$ cat src/rtl/prog_loader.sv
// Program loader: takes a length-prefixed little-endian byte stream and writes
// 32-bit instruction words to memory. The core stays in reset until the image is complete.
module prog_loader #(
    parameter int ADDR_W = 10
) (
    input  logic        clk_i,
    input  logic        rst_i,
    input  logic        start_i,
    input  logic [7:0]  byte_i,
    input  logic        byte_valid_i,
    output logic        byte_ready_o,
    output logic        mem_we_o,
    output logic [31:0] mem_addr_o,
    output logic [31:0] mem_wdata_o,
    output logic        core_rst_o,
    output logic        busy_o,
    output logic        done_o,
    output logic        err_o,
    output logic [2:0]  dbg_state_o
);

    // Handshake: a byte moves on a rising edge only when byte_valid_i and
    // byte_ready_o are both high; byte_ready_o depends on state alone.

    typedef enum logic [2:0] {
        S_IDLE  = 3'd0,
        S_LEN   = 3'd1,
        S_DATA  = 3'd2,
        S_WRITE = 3'd3,
        S_DONE  = 3'd4,
        S_ERR   = 3'd5
    } state_t;

    localparam logic [32:0] CAPACITY = 33'(1) << ADDR_W;

    state_t            state_q, state_d;
    logic [1:0]        byte_cnt_q, byte_cnt_d;
    logic [31:0]       len_q, len_d;
    logic [31:0]       shift_q, shift_d;
    logic [ADDR_W:0]   word_cnt_q, word_cnt_d;
    logic [ADDR_W:0]   addr_q, addr_d;
    logic [31:0]       wdata_q, wdata_d;

    logic              accept;
    logic [31:0]       len_next;
    logic [31:0]       word_next;
    logic [ADDR_W:0]   word_cnt_inc;

    assign accept       = byte_valid_i && byte_ready_o;
    assign len_next     = {byte_i, len_q[31:8]};
    assign word_next    = {byte_i, shift_q[31:8]};
    assign word_cnt_inc = word_cnt_q + 1'b1;

    always_ff @(posedge clk_i) begin
        if (!rst_i) begin
            state_q    <= S_IDLE;
            byte_cnt_q <= '0;
            len_q      <= '0;
            shift_q    <= '0;
            word_cnt_q <= '0;
            addr_q     <= '0;
            wdata_q    <= '0;
        end else begin
            state_q    <= state_d;
            byte_cnt_q <= byte_cnt_d;
            len_q      <= len_d;
            shift_q    <= shift_d;
            word_cnt_q <= word_cnt_d;
            addr_q     <= addr_d;
            wdata_q    <= wdata_d;
        end
    end

    always_comb begin
        state_d    = state_q;
        byte_cnt_d = byte_cnt_q;
        len_d      = len_q;
        shift_d    = shift_q;
        word_cnt_d = word_cnt_q;
        addr_d     = addr_q;
        wdata_d    = wdata_q;

        case (state_q)
            S_IDLE: begin
                if (start_i) begin
                    state_d    = S_LEN;
                    byte_cnt_d = '0;
                    len_d      = '0;
                    word_cnt_d = '0;
                end
            end

            S_LEN: begin
                if (accept) begin
                    len_d      = len_next;
                    byte_cnt_d = byte_cnt_q + 2'd1;
                    if (byte_cnt_q == 2'd3) begin
                        if (len_next == 32'd0) begin
                            state_d = S_DONE;
                        end else if ({1'b0, len_next} > CAPACITY) begin
                            state_d = S_ERR;
                        end else begin
                            state_d = S_DATA;
                        end
                    end
                end
            end

            S_DATA: begin
                if (accept) begin
                    shift_d    = word_next;
                    byte_cnt_d = byte_cnt_q + 2'd1;
                    if (byte_cnt_q == 2'd3) begin
                        // Latch address and data so they hold after the write.
                        addr_d  = word_cnt_q;
                        wdata_d = word_next;
                        state_d = S_WRITE;
                    end
                end
            end

            S_WRITE: begin
                word_cnt_d = word_cnt_inc;
                if (32'(word_cnt_inc) == len_q) begin
                    state_d = S_DONE;
                end else begin
                    state_d = S_DATA;
                end
            end

            S_DONE, S_ERR: begin
                if (start_i) begin
                    state_d    = S_LEN;
                    byte_cnt_d = '0;
                    len_d      = '0;
                    shift_d    = '0;
                    word_cnt_d = '0;
                end
            end

            default: begin
                state_d = S_IDLE;
            end
        endcase
    end

    assign byte_ready_o = (state_q == S_LEN) || (state_q == S_DATA);
    // Gated by reset so a write landing on a reset edge is never captured.
    assign mem_we_o     = (state_q == S_WRITE) && rst_i;
    assign mem_addr_o   = 32'({addr_q, 2'b00});
    assign mem_wdata_o  = wdata_q;
    assign core_rst_o   = (state_q != S_DONE);
    assign busy_o       = (state_q == S_LEN) || (state_q == S_DATA) || (state_q == S_WRITE);
    assign done_o       = (state_q == S_DONE);
    assign err_o        = (state_q == S_ERR);
    assign dbg_state_o  = state_q;

endmodule

$ cat config.mk
export PLATFORM = sky130hd
export DESIGN_NAME = prog_loader
export DESIGN_NICKNAME = d
export VERILOG_FILES = /design/src/rtl/prog_loader.sv
export SDC_FILE = /design/constraint.sdc
export NUM_CORES = 1
export LEC_CHECK = 0
export ABC_AREA = 1
export CELL_PAD_IN_SITES_DETAIL_PLACEMENT = 0
export CELL_PAD_IN_SITES_GLOBAL_PLACEMENT = 1
export CORE_MARGIN = 2
export CORE_UTILIZATION = 34
export DETAILED_ROUTE_END_ITERATION = 12
export GPL_TIMING_DRIVEN = 0
export PLACE_DENSITY_LB_ADDON = 0.15
export SLEW_MARGIN = 10
export SYNTH_ARGS = -nofsm -noshare
export SYNTH_HDL_FRONTEND = slang
export SYNTH_SLANG_ARGS = --single-unit
export TNS_END_PERCENT = 5
$ cat constraint.sdc
create_clock -name clk_i -period 1.75 [get_ports clk_i]
set_clock_uncertainty 0.2 [all_clocks]
set_input_delay 0.35 -clock clk_i [delete_from_list [all_inputs] [get_ports clk_i]]
set_output_delay 0.35 -clock clk_i [all_outputs]
set_load 0.05 [all_outputs]
# Word-level counts from Yosys, hierarchy flattened

Index checks and enable logic that the tools add are counted.

Shift-type cells: 0
Muxes and demuxes: 19
Add/sub/neg operators: 2
Divide/modulo/power cells: 0
$mul: 0
Magnitude comparators: 1
Reduce and logical (&&, ||, !) cells: 19
Eq/ne operators: 15
Bitwise operators: 0

Operators by type and width:

| kind                  | count |
|---|---|
| $pmux 32 s2           | 2 |
| $mux 32               | 3 |
| $eq 11x32->1          | 1 |
| $gt 32x11->1 const B  | 1 |
| $logic_not 32->1      | 1 |
| $mux 3                | 8 |
| $pmux 11 s2           | 1 |
| $pmux 3 s4            | 1 |
| $reduce_and 3->1      | 4 |
| $add 11x1->11 const B | 1 |
| $mux 11               | 1 |
| $ne 2x2->1 const B    | 5 |
| $reduce_bool 2->1     | 4 |
| $eq 3x2->1 const B    | 2 |
| $eq 3x3->1 const B    | 2 |
| $reduce_and 5->1      | 1 |
| $mux 2                | 2 |
| $ne 2x1->1 const B    | 2 |
| $pmux 2 s2            | 1 |
| $reduce_or 2->1       | 2 |
| $eq 3x1->1 const B    | 1 |
| $logic_not 3->1       | 1 |
| $ne 3x3->1 const B    | 1 |
| $reduce_or 3->1       | 1 |
| 5 further kinds       | 7 |

Output and inout port bits: 73
Input port bits: 12
Bits in read-only memories: 0
RAM bits: 0
Memories kept: 0
Latch bits: 0
Word-level logic and storage cells: 63
Register bits: 123

# Depth between registers and ports, before layout

Gate-level depths: netlist of run 1.

Depth in word-level cells: 6
Mapped depth: 15
Depth with buffers taken out: 14

# Worst setup path after synthesis of run 1

No wires, ideal clock.

Kind: register -> output
From: reg state_q[2] (netlist: dbg_state_o[2])
To: out core_rst_o
Data required time: 1.200 ns
Stages on the path, launching flop included: 6
Arrival: 2.099 ns
Slack: -0.899 ns
Path buffers: 0
Path through: dfxtp_1 inv_1 nor2_1 inv_1 nor2_1 inv_1

Cells in the longest elaborated chain, start to end: 1

RTL lines:

| element                  | RTL line | text |
|---|---|---|
| start: declaration       | 36       | `state_t state_q, state_d;` |
| start signal: assignment | 64       | `state_q <= state_d;` |
| $ne 3x3->1               | 152      | `assign core_rst_o = (state_q != S_DONE);` |
| end: declaration         | 15       | `output logic core_rst_o,` |

No other way between the ends.

# Worst setup path in the final report of run 1

From: reg state_q[2] (netlist: dbg_state_o[2])
To: out busy_o

Cells in the longest elaborated chain, start to end: 3
Elaborated cells between the ends (all ways): 5
Classes of those cells: eq/ne (3); reduce/logical (2)

RTL lines:

| element                                  | RTL line | text |
|---|---|---|
| $eq 3x1->1 or $eq 3x2->1 (tied branches) | 153      | `assign busy_o = (state_q == S_LEN) \|\| (state_q == S_DATA) \|\| (state_q == S_WRITE);` |
| $logic_or 1x1->1                         | 153      |  |
| $logic_or 1x1->1 (*)                     | 153      |  |
| end: declaration                         | 16       | `output logic busy_o,` |

Mark *: on every way between the ends. The rest lies on a longest branch, timed or not.

==> flow_metrics.py, run 1 <==
metrics = {
    "critical_path": {
        "critPathLaunchType": "register",
        "cp_top_family": "flip-flops",
        "crit_arrival_ns": 1.45,
        "slowest_delay_ns": 0.38,
        "worst-path-max-fanout": 5,
        "cp_slowest_cell": "dfxtp_4",
        "crit_required_ns": 1.20,
        "worst_setup_path_end_kind": "output port",
        "setup.worst_path.class": "reg2out",
        "cp_cell_sequence": "nor2_4, inv_2, nor2_4, inv_4, nand2_8, inv_4, nand2_4, buf_8",
        "crit_buf_inv": 4,
        "r2r_slack_ns": -0.20,
    },
    "drt": {
        "wl_per_cell_um": 14.1,
        "vias_per_cell": 4.80,
        "num_vias": 4853,
        "drt-total-wl_um": 14200,
        "drtIter0Drc": 255,
        "antenna_left": 0,
        "first_pass_iters": 5,
        "drc": 0,
    },
    "outcome": {
        "violations": "negative setup slack",
        "status": "complete, but fails checks",
    },
    "synth": {
        "synth-compound-area-share": 0.147,
        "syn_inst": 696,
        "synth_xor_xnor_area_share": 0,
        "synthDistinctLibCells": 32,
        "synth-simple-area-share": 0.282,
        "synth_top_family_by_area": "simple AND/OR/NAND/NOR gates",
        "ys_warn_count": 0,
        "muxShareOfSynthArea": 0,
        "seq_area_frac_synth": 0.463,
        "netlist_area_sq_um": 4970,
        "ys_ff_latch": 115,
        "postSynthAreaPerCell_sq_um": 7.15,
        "synth_fa_ha_area_frac": 0.00503,
    },
    "global_routing": {
        "antenna_found_initial": 0,
        "grt_use_total": 0.188,
        "grt_pass1_wl_um": 23300,
        "overflow": 0,
        "grt_max_degree": 17,
        "grt_pass1_vias": 4735,
    },
    "cts": {
        "cts_sinks": 115,
        "htreeDepth": 4,
        "cts_tree": "built",
        "cts_max_path_buffers": 2,
        "clk_latency_ns": 0.41,
        "root_buffer": "clkbuf_16",
        "cts_buffers": 17,
        "path_clk_slew_ns": 0.06,
    },
    "timing": {
        "min_period_over_period": 1.14,
        "fin_crit_ns": 2.00,
        "hold_viol": 0,
        "fmax_mhz": 501,
        "fin_ws_ns": -0.245,
        "max-slew-margin-rel": 0.589,
        "rsz0062_at_grt": "true",
        "final_max_slew_viol_count": 0,
        "whs_ns": 0.214,
        "setup_viol_count_final": 49,
        "worst_pin_slew_ns": 0.617,
    },
    "die": {
        "dieArea_sq_um": 15600,
        "dieWidth_um": 125,
        "io_pins": 85,
        "std_cell_rows": 44,
        "die_y_um": 125,
        "coreArea_sq_um": 14400,
        "initial_core_util": 0.345,
    },
    "placement": {
        "portBuffers": 63,
        "dp_hpwl_um": 10400,
        "place_area_sq_um": 5970,
        "dp_slack_ns": -0.909,
        "place.gp.congestion": 0.781,
    },
    "final_layout": {
        "antennaDiodeCount": 0,
        "ff_latch_area_sq_um": 2320,
        "fin_util": 0.481,
        "multi_input_area_sq_um": 2420,
        "drive_gt1_frac": 0.248,
        "nFillCells": 1451,
        "layout.nets": 828,
        "final_cell_area_sq_um": 6940,
        "syn2layout_area_growth_pct": 39.5,
    },
    "power_and_ir_drop": {
        "power_mw": 6.94,
        "vdd_ir_drop_max_mv": 0.648,
        "cellPowerDensity_nw_per_um2": 1000,
        "power_leakage_nw": 2.71,
    },
    "worst_hold_path": {
        "hp-class": "in2reg",
    },
    "flow_run": {
        "drv_cap": 0,
    },
}
## cells in the final DEF, fill, tap and decap left out, drive strengths merged
cell type,n
clkinv,4
nand3,54
ha,2
a32o,1
nor2,65
o21ai,26
a21oi,100
inv,54
clkdlybuf4s50,10
dlygate4sd2,1
dfxtp,115
nand2,205
conb,21
nand3b,3
clkdlybuf4s15,40
bufinv,1
a31oi,1
buf,60
nor3,2
a211oi,8
nand4,5
o21a,1
clkinvlp,5
clkdlybuf4s18,2
clkbuf,41
## area by class of cell
class	count	share of cell area
multi-input cells	494	0.349
flip-flops and latches	115	0.335
repair buffers	79	0.118
clock buffers	19	0.0638
plain buffers	56	0.0527
well taps	184	0.0332
inverters	51	0.0299
clock inverters	13	0.0182
## flip-flops by register name (all words and copies together) (netlist names)
signal       cells
addr_q          11
byte_cnt_q       2
dbg_state_o      3
len_q           32
mem_wdata_o     32
shift_q         24
word_cnt_q      11
## stage by stage
step	TNS, ns	std cells
3_3_place_gp	-51.10	963
5_1_grt	-12.15	1011
3_5_place_dp	-52.91	963
4_1_cts	-5.50	1005
6_report	-3.40	1011
2_1_floorplan	-4.80	716
## cell usage after synthesis (all sizes together)
master / count / share of area
ha: 2 / 0.0050
a32o: 1 / 0.0020
o21ai: 26 / 0.027
nor3: 2 / 0.0030
clkinv: 1 / 0.00075
a31oi: 1 / 0.0013
nand3b: 3 / 0.0045
o21a: 1 / 0.0015
buf: 35 / 0.047
conb: 1 / 0.00075
nand3: 54 / 0.054
dlymetal6s2s: 1 / 0.0025
nand2: 205 / 0.16
a211oi: 8 / 0.012
inv: 50 / 0.038
nor2: 65 / 0.055
dfxtp: 115 / 0.46
a21oi: 100 / 0.10
nand4: 5 / 0.0063
clkbuf: 20 / 0.015
## worst register-to-register path, cell delays in order (launching register included)
cell and delay (ns):
dfxtp_4 0.37, buf_4 0.12, nand2_2 0.05, nor2_4 0.18, nand2_4 0.09, nor2_1 0.11, nand2_1 0.08, nand3_1 0.08
nand2_1 0.09, nor2_2 0.11, nand3_1 0.08, nand2_1 0.09, nand2_1 0.05, nand2_1 0.06, a21oi_2 0.05
## report_power, final
part,total [mW],switching [mW],internal (mW)
clock network,3.30,1.29,2.01
registers,2.68,0.0321,2.65
logic,0.968,0.642,0.326
## logic make-up (layout without fill, tap and decap cells)
kind of cell | count (synthesis) | in the layout
simple gates | 334 | 334
compound gates | 137 | 137
flops | 115 | 115
buf+inv | 107 | 218
fa+ha+maj | 2 | 2
other cells | 1 | 21
## worst paths after layout
check                       start               to  depth (start not counted)
setup reg to reg    word_cnt_q[1]   dbg_state_o[1]                         14
setup / recovery   dbg_state_o[2]           busy_o                          8
hold / removal          byte_i[7]      shift_q[31]                          3
hold reg to reg   mem_wdata_o[10]  mem_wdata_o[10]                          2
## per-layer routing
| layer | wire length, um | vias up | track usage |
|---|---|---|---|
| li1 | - | 2456 | - |
| met1 | 6410 | 2243 | 0.227 |
| met2 | 6860 | 125 | 0.318 |
| met3 | 639 | 29 | 0.0445 |
| met4 | 324 | 0 | 0.0843 |
| met5 | 0 | - | 0 |
## repair_timing
item	CTS	global route
resized for setup	234	42
hold buffers	0	0
buffers inserted	10	6
pin swaps	8	14
endpoints found under the setup margin	165	120
Note: power is estimated with default switching activity, not from simulation.
==> run 2, diff against run 1 <==
--- a/config.mk
+++ b/config.mk
@@ -6,10 +6,8 @@
 export NUM_CORES = 1
 export LEC_CHECK = 0
 export ABC_AREA = 1
-export CELL_PAD_IN_SITES_DETAIL_PLACEMENT = 0
-export CELL_PAD_IN_SITES_GLOBAL_PLACEMENT = 1
 export CORE_MARGIN = 2
-export CORE_UTILIZATION = 34
+export CORE_UTILIZATION = 48
 export DETAILED_ROUTE_END_ITERATION = 12
 export GPL_TIMING_DRIVEN = 0
 export PLACE_DENSITY_LB_ADDON = 0.15
==> run 2 against run 1 <==
The flow still finishes with violations (negative setup slack). Clock power rose by 15%. Power rose by 7.2%. Maximum frequency fell by 6.0%. Die area fell by 28%. Register-to-register slack got worse by 0.04 ns. Routed wire length fell by 6.5%. Sequential power barely moved. Via count rose by 1.9%. Sequential cell count did not move. Largest power group unchanged.
==> flow_metrics.py, run 2 (synthesis results as in run 1) <==
metrics = {
    "timing": {
        "final.setup.tns_ns": -13.85,
        "rsz0062_at_grt": "true",
        "fin_ws_ns": -0.372,
        "final_max_slew_viol_count": 0,
        "fin_crit_ns": 2.12,
        "max-slew-margin-rel": 0.624,
        "min_period_over_period": 1.21,
        "hold_viol": 0,
        "fmax_mhz": 471,
        "worst_pin_slew_ns": 0.564,
        "setup_viol_count_final": 108,
    },
    "cts": {
        "clk_latency_ns": 0.51,
        "cts_max_path_buffers": 2,
        "cts_sinks": 115,
        "postCtsHoldBufs": 0,
        "root_buffer": "clkbuf_8",
        "path_clk_slew_ns": 0.06,
        "cts_tree": "built",
        "htreeDepth": 4,
        "cts_buffers": 17,
    },
    "die": {
        "coreArea_sq_um": 10200,
        "dieArea_sq_um": 11200,
        "dieWidth_um": 106,
        "die_y_um": 106,
        "std_cell_rows": 37,
        "io_pins": 85,
        "initial_core_util": 0.488,
    },
    "outcome": {
        "status": "complete, but fails checks",
        "violations": "negative setup slack",
    },
    "drt": {
        "wl_per_cell_um": 13.8,
        "vias_per_cell": 5.14,
        "first_pass_iters": 5,
        "drtIter0Drc": 266,
        "antenna_left": 0,
        "drc": 0,
        "drt-total-wl_um": 13300,
        "num_vias": 4946,
    },
    "critical_path": {
        "critPathMostFrequentCell": "inv_4",
        "setup.worst_path.class": "reg2out",
        "worst_setup_path_end_kind": "output port",
        "cp_cell_sequence": "buf_4, nor2_4, inv_4, nand2_8, inv_4, nand2_4, buf_8",
        "worst-path-max-fanout": 3,
        "slowest_delay_ns": 0.37,
        "cp_slowest_cell": "dfxtp_4",
        "crit_arrival_ns": 1.57,
        "crit_buf_inv": 4,
        "crit_required_ns": 1.20,
        "critPathLaunchType": "register",
        "cp_top_family": "buffers and inverters",
    },
    "global_routing": {
        "grt_max_degree": 17,
        "grt_use_total": 0.242,
        "grt_pass1_wl_um": 22000,
        "grt_pass1_vias": 4671,
        "antenna_found_initial": 0,
        "overflow": 0,
    },
    "placement": {
        "place.gp.congestion": 0.825,
        "place_inst": 915,
        "dp_slack_ns": -0.865,
        "dp_hpwl_um": 9240,
        "place_area_sq_um": 5910,
        "portBuffers": 63,
    },
    "power_and_ir_drop": {
        "cellPowerDensity_nw_per_um2": 1120,
        "power_mw": 7.45,
        "power_leakage_nw": 2.82,
        "vdd_ir_drop_max_mv": 0.779,
    },
    "final_layout": {
        "drive_gt1_frac": 0.231,
        "fin_cells": 962,
        "final_common_cell": "nand2_1",
        "syn2layout_area_growth_pct": 34.2,
        "antennaDiodeCount": 0,
        "layout.nets": 827,
        "nFillCells": 882,
        "mostFrequentLayoutCells": "nand2_1, dfxtp_1, a21oi_1",
        "final_cell_area_sq_um": 6670,
    },
    "worst_hold_path": {
        "hp-class": "reg2reg",
    },
    "flow_run": {
        "drv_cap": 0,
    },
}
==> run 2: cell types whose count changed in the layout (fill, tap and decap cells not counted), sizes merged, moves of 2 or more <==
cell,previous run,this run
buf,60,104
clkdlybuf4s15,40,0
clkbuf,41,35
bufinv,1,5
clkinv,4,1
clkdlybuf4s18,2,0
==> run 2: metrics by stage <==
stage / util / hold slack, ns
6_report: 0.655 / 0.259
5_1_grt: 0.655 / 0.282
4_1_cts: 0.647 / 0.261
3_5_place_dp: 0.581 / 0.254
3_3_place_gp: 0.581 / 0.251
2_1_floorplan: - / 0.233
==> run 2: final cells by class <==
class	count	area, sq um	share of cell area
sequential	115	2320	0.348
multi-input combinational	494	2400	0.359
inverter	51	210	0.0315
timing repair buffer	78	544	0.0816
clock inverter	14	224	0.0336
buffer	56	379	0.0568
tap	136	170	0.0255
clock buffer	18	428	0.0641
==> run 2: what timing repair did <==
item | 4_1_cts | 5_1_grt
endpoints found under the setup margin | 167 | 120
pin swaps | 12 | 10
endpoints found under the hold margin | 0 | 0
gates resized for setup | 321 | 18
buffers inserted | 8 | 7
==> run 2: path summary, 6_finish.rpt <==
path | from | to | slack (ns) | cells past startpoint
max reg2reg | word_cnt_q[0] | dbg_state_o[1] | -0.24 | 13
min | mem_wdata_o[11] | mem_wdata_o[11] | 0.26 | 2
min reg2reg | mem_wdata_o[11] | mem_wdata_o[11] | 0.26 | 2
max | dbg_state_o[1] | busy_o | -0.37 | 7
==> run 2: worst min-delay path: stages (launching register included) <==
cell and delay, ns:
dfxtp_1 0.30, nand2_1 0.06, a21oi_1 0.05
==> run 2: report_power, final <==
part           total, mW  internal [mW]  switching [mW]
Clock               3.80           2.51            1.29
Sequential          2.68           2.65          0.0306
Combinational      0.968          0.326           0.643
Total               7.45           5.49            1.96
==> run 2: layer usage <==
| metal | part of all wire | track usage | up-vias |
|---|---|---|---|
| li1 | - | - | 2454 |
| met1 | 0.43 | 0.306 | 2294 |
| met2 | 0.48 | 0.411 | 178 |
| met3 | 0.070 | 0.0526 | 20 |
| met4 | 0.015 | 0.0799 | 0 |
| met5 | 0 | 0 | - |
==> run 3, diff against run 2 <==
--- a/config.mk
+++ b/config.mk
@@ -6,6 +6,7 @@
 export NUM_CORES = 1
 export LEC_CHECK = 0
 export ABC_AREA = 1
+export CORE_ASPECT_RATIO = 1.75
 export CORE_MARGIN = 2
 export CORE_UTILIZATION = 48
 export DETAILED_ROUTE_END_ITERATION = 12
==> run 3 against run 2 <==
The run still ends with negative setup slack left. Via count up 0.99%. Sequential share of layout area down 1.1 points. Hold slack got worse by 0.0072 ns. Largest cell class unchanged. Power fell by 2.5%. First-iteration DRC count up 19%. Critical path type unchanged. Sequential power about the same. Global-route usage grew 2.2 points. Combinational power increased by 0.9%. Sequential cell count is the same. Critical path depth is the same.
==> flow_metrics.py, run 3 (synthesis results as in run 1) <==
metrics = {
    "critical_path": {
        "critPathLaunchType": "register",
        "worst-path-max-fanout": 5,
        "cp_slowest_cell": "dfxtp_4",
        "crit_arrival_ns": 1.45,
        "crit_buf_inv": 3,
        "slowest_delay_ns": 0.39,
        "cp_cell_sequence": "inv_4, nor2_4, nand2_4, nand2_8, inv_4, nand2_4, buf_8",
        "worst_setup_path_end_kind": "output port",
        "crit_required_ns": 1.20,
        "setup.worst_path.class": "reg2out",
        "cp_top_family": "simple AND/OR/NAND/NOR gates",
    },
    "die": {
        "io_pins": 85,
        "dieArea_sq_um": 11200,
        "die_y_um": 139,
        "dieWidth_um": 81.0,
        "initial_core_util": 0.489,
        "std_cell_rows": 49,
        "coreArea_sq_um": 10200,
    },
    "outcome": {
        "violations": "negative setup slack",
        "status": "complete, but fails checks",
    },
    "cts": {
        "clk_latency_ns": 0.41,
        "cts_max_path_buffers": 2,
        "cts_tree": "built",
        "postCtsHoldBufs": 0,
        "root_buffer": "clkbuf_16",
        "htreeDepth": 4,
        "path_clk_slew_ns": 0.06,
        "cts_sinks": 115,
        "cts_buffers": 17,
    },
    "drt": {
        "antenna_left": 0,
        "drtIter0Drc": 316,
        "drt-total-wl_um": 14300,
        "num_vias": 4995,
        "drc": 0,
        "vias_per_cell": 5.24,
        "wl_per_cell_um": 15.0,
        "first_pass_iters": 5,
    },
    "timing": {
        "setup_viol_count_final": 86,
        "fmax_mhz": 500,
        "min_period_over_period": 1.14,
        "hold_viol": 0,
        "max-slew-margin-rel": 0.594,
        "rsz0062_at_grt": "true",
        "fin_ws_ns": -0.250,
        "worst_pin_slew_ns": 0.610,
        "fin_crit_ns": 2.00,
        "final_max_slew_viol_count": 0,
        "final.setup.tns_ns": -4.82,
    },
    "final_layout": {
        "multi_input_area_sq_um": 2400,
        "syn2layout_area_growth_pct": 38.5,
        "drive_gt1_frac": 0.242,
        "ff_latch_area_sq_um": 2320,
        "final_common_cell": "nand2_1",
        "mostFrequentLayoutCells": "nand2_1, dfxtp_1, a21oi_1",
        "layout.nets": 828,
        "fin_cells": 954,
        "nFillCells": 847,
        "antennaDiodeCount": 0,
    },
    "placement": {
        "place_inst": 906,
        "dp_hpwl_um": 10100,
        "place.gp.congestion": 0.951,
        "portBuffers": 63,
        "dp_slack_ns": -0.896,
    },
    "global_routing": {
        "grt_pass1_wl_um": 23000,
        "grt_max_degree": 17,
        "antenna_found_initial": 0,
        "grt_pass1_vias": 4906,
        "overflow": 0,
        "grt_use_total": 0.264,
    },
    "power_and_ir_drop": {
        "power_mw": 7.26,
        "power_leakage_nw": 2.73,
        "vdd_ir_drop_max_mv": 0.723,
        "cellPowerDensity_nw_per_um2": 1050,
    },
    "flow_run": {
        "drv_cap": 0,
    },
    "worst_hold_path": {
        "hp-class": "in2reg",
    },
}
==> run 3: changes by cell type in the layout (fill, tap and decap cells not counted), sizes merged, moves of 2 or more <==
cell | previous run | this run
clkbuf | 35 | 38
buf | 104 | 61
clkinv | 1 | 5
clkdlybuf4s15 | 0 | 43
bufinv | 5 | 3
inv | 54 | 50
==> run 3: layout make-up <==
type / count / area share
buffer: 56 / 0.0532
inverter: 51 / 0.0300
sequential: 115 / 0.337
multi-input combinational: 494 / 0.348
tap: 127 / 0.0231
clock inverter: 12 / 0.0223
timing repair buffer: 79 / 0.118
clock buffer: 20 / 0.0678
==> run 3: final timing paths <==
| path | start | end | slack (ns) | depth (start not counted) |
|---|---|---|---|---|
| hold / removal | rst_i | addr_q[0] | 0.25 | 3 |
| setup reg to reg | word_cnt_q[0] | dbg_state_o[1] | -0.23 | 13 |
| setup / recovery | dbg_state_o[1] | busy_o | -0.25 | 7 |
| hold reg to reg | mem_wdata_o[12] | mem_wdata_o[12] | 0.27 | 2 |
==> run 3: timing repair <==
item,CTS,global route
setup buffers,11,5
resized for setup,225,37
endpoints found under the setup margin,163,114
hold endpoints to repair,0,0
pin swaps,11,9
==> run 3: layer usage <==
layer,share of wire,vias to the layer above,track usage,wire [um]
met5,0,-,0,0
met4,0.046,0,0.158,654
met3,0.049,53,0.0638,695
met2,0.55,184,0.472,7880
met1,0.36,2315,0.265,5090
li1,-,2443,-,-
==> run 3: report_power, final <==
group          internal, mW  leakage, nW  switching [mW]
clock network          2.35        0.295            1.26
logic                 0.335         1.51           0.642
registers              2.65        0.931          0.0307
==> run 3: worst register-to-register path, stage by stage (launching register included) <==
cell	delay, ns
dfxtp_4	0.39
inv_1	0.11
nor2_4	0.21
nand2_4	0.09
o21ai_2	0.13
nand2_1	0.09
nand2_1	0.06
nand2_1	0.07
nor2_4	0.13
nand3_1	0.09
nand2_1	0.08
nand2_1	0.06
nand2_1	0.07
a21oi_2	0.05
==> run 3: stage by stage <==
step / hold slack [ns] / util / instance area (sq um)
floorplan: 0.233 / - / 5110
global placement: 0.245 / 0.580 / 5900
detailed placement: 0.257 / 0.580 / 5900
CTS: 0.241 / 0.666 / 6780
global route: 0.276 / 0.677 / 6890
finish: 0.252 / 0.677 / 6890
==> RTL edit, RTL diff (settings of run 3) <==
Put a register stage on the output `err_o`, cleared by the reset. The value now appears one clock later. The other outputs are not delayed to match.
--- a/src/rtl/prog_loader.sv
+++ b/src/rtl/prog_loader.sv
@@ -153,5 +153,11 @@
     assign busy_o       = (state_q == S_LEN) || (state_q == S_DATA) || (state_q == S_WRITE);
     assign done_o       = (state_q == S_DONE);
-    assign err_o        = (state_q == S_ERR);
+    always_ff @(posedge clk_i) begin
+        if (!rst_i) begin
+            err_o <= '0;
+        end else begin
+            err_o <= (state_q == S_ERR);
+        end
+    end
     assign dbg_state_o  = state_q;
 
Check against the original RTL: not equivalent (Yosys sat finds a counterexample within 10 cycles, from zero or initial values and one cycle with rst_i low).
==> RTL edit against run 3 <==
The flow still finishes with violations (negative setup slack); total power grew 0.44%; cell area is 1.1% higher; core utilization grew 0.35 points; combinational power decreased by 10%; area after synthesis is 1.1% higher; sequential cell count is 1 higher; worst setup slack got worse by 0.042 ns; routed wire length grew 2.8%; critical endpoint unchanged; largest power group unchanged.
==> RTL edit: results (changes against run 3) <==
placed cells=909 (was 906); WL met3=724 um (was 695 um); Fin Setup TNS=-2.453 ns (was -4.820 ns); layout cell share with drive strength beyond 1=25.00% (was 24.18%); fraction of the yosys area taken by sequential cells=46.16% (was 46.28%); register-to-register setup slack=-0.27 ns (was -0.23 ns); Fillers=871 (was 847); Place WS=-0.8965 ns (was -0.8958 ns); final worst slack=-0.2921 ns (was -0.2504 ns); first-pass GRT wire length=23250 um (was 22970 um); final-stage net count=829 (was 828); Sw Ratio=25.89% (was 26.56%); Setup Buffers After CTS=7 (was 11); worst r2r path cells=14 (was 13); clock group total power=3.72 mW (was 3.60 mW); hold_ws=0.2380 ns (was 0.2521 ns); vias in the first global route=5006 (was 4906); Initial DRC Count=265 (was 316); gr usage total=26.64% (was 26.38%); failing checks=negative setup slack (unchanged); Post-CTS Resized=223 (was 225); Worst Path Arrival=1.49 ns (was 1.45 ns); Pwr per Cell Area=1047 mW/mm^2 (was 1054 mW/mm^2); Yosys cell types=31 (was 32); final setup vio count=48 (was 86); GRT met2 Usage=48.02% (was 47.15%); outcome=complete, but fails checks (unchanged); GR Layer Usage met1=25.60% (was 26.52%); area post-placement=0.005972 mm^2 (was 0.005903 mm^2)
==> RTL edit: cell count changes after synthesis, moves of 2 or more <==
cell	change
clkbuf_1	+3
inv_1	-2
inv_2	+2
nand2_1	-5
nand3_1	+6
nand4_1	+2
nor2_1	-4
nor2_2	-2
nor2_4	+2
nor3_2	+2
==> RTL edit: kinds of logic after synthesis <==
logic type,synth area share (%)
compound gates,14.18
buf+inv,9.674
flops,46.16
fa+ha+maj,0.4973
simple gates,29.42
other cells,0.07454
==> RTL edit: cell type report <==
| class | count | area, um^2 | share of cell area [%] |
|---|---|---|---|
| Buffer | 55 | 371.6 | 5.335 |
| Clock buffer | 20 | 456.7 | 6.556 |
| Clock inverter | 12 | 176.4 | 2.533 |
| Inverter | 51 | 203.9 | 2.928 |
| Multi-Input combinational cell | 497 | 2459 | 35.30 |
| Sequential cell | 116 | 2349 | 33.72 |
| Tap cell | 127 | 158.9 | 2.281 |
| Timing Repair Buffer | 77 | 790.8 | 11.35 |
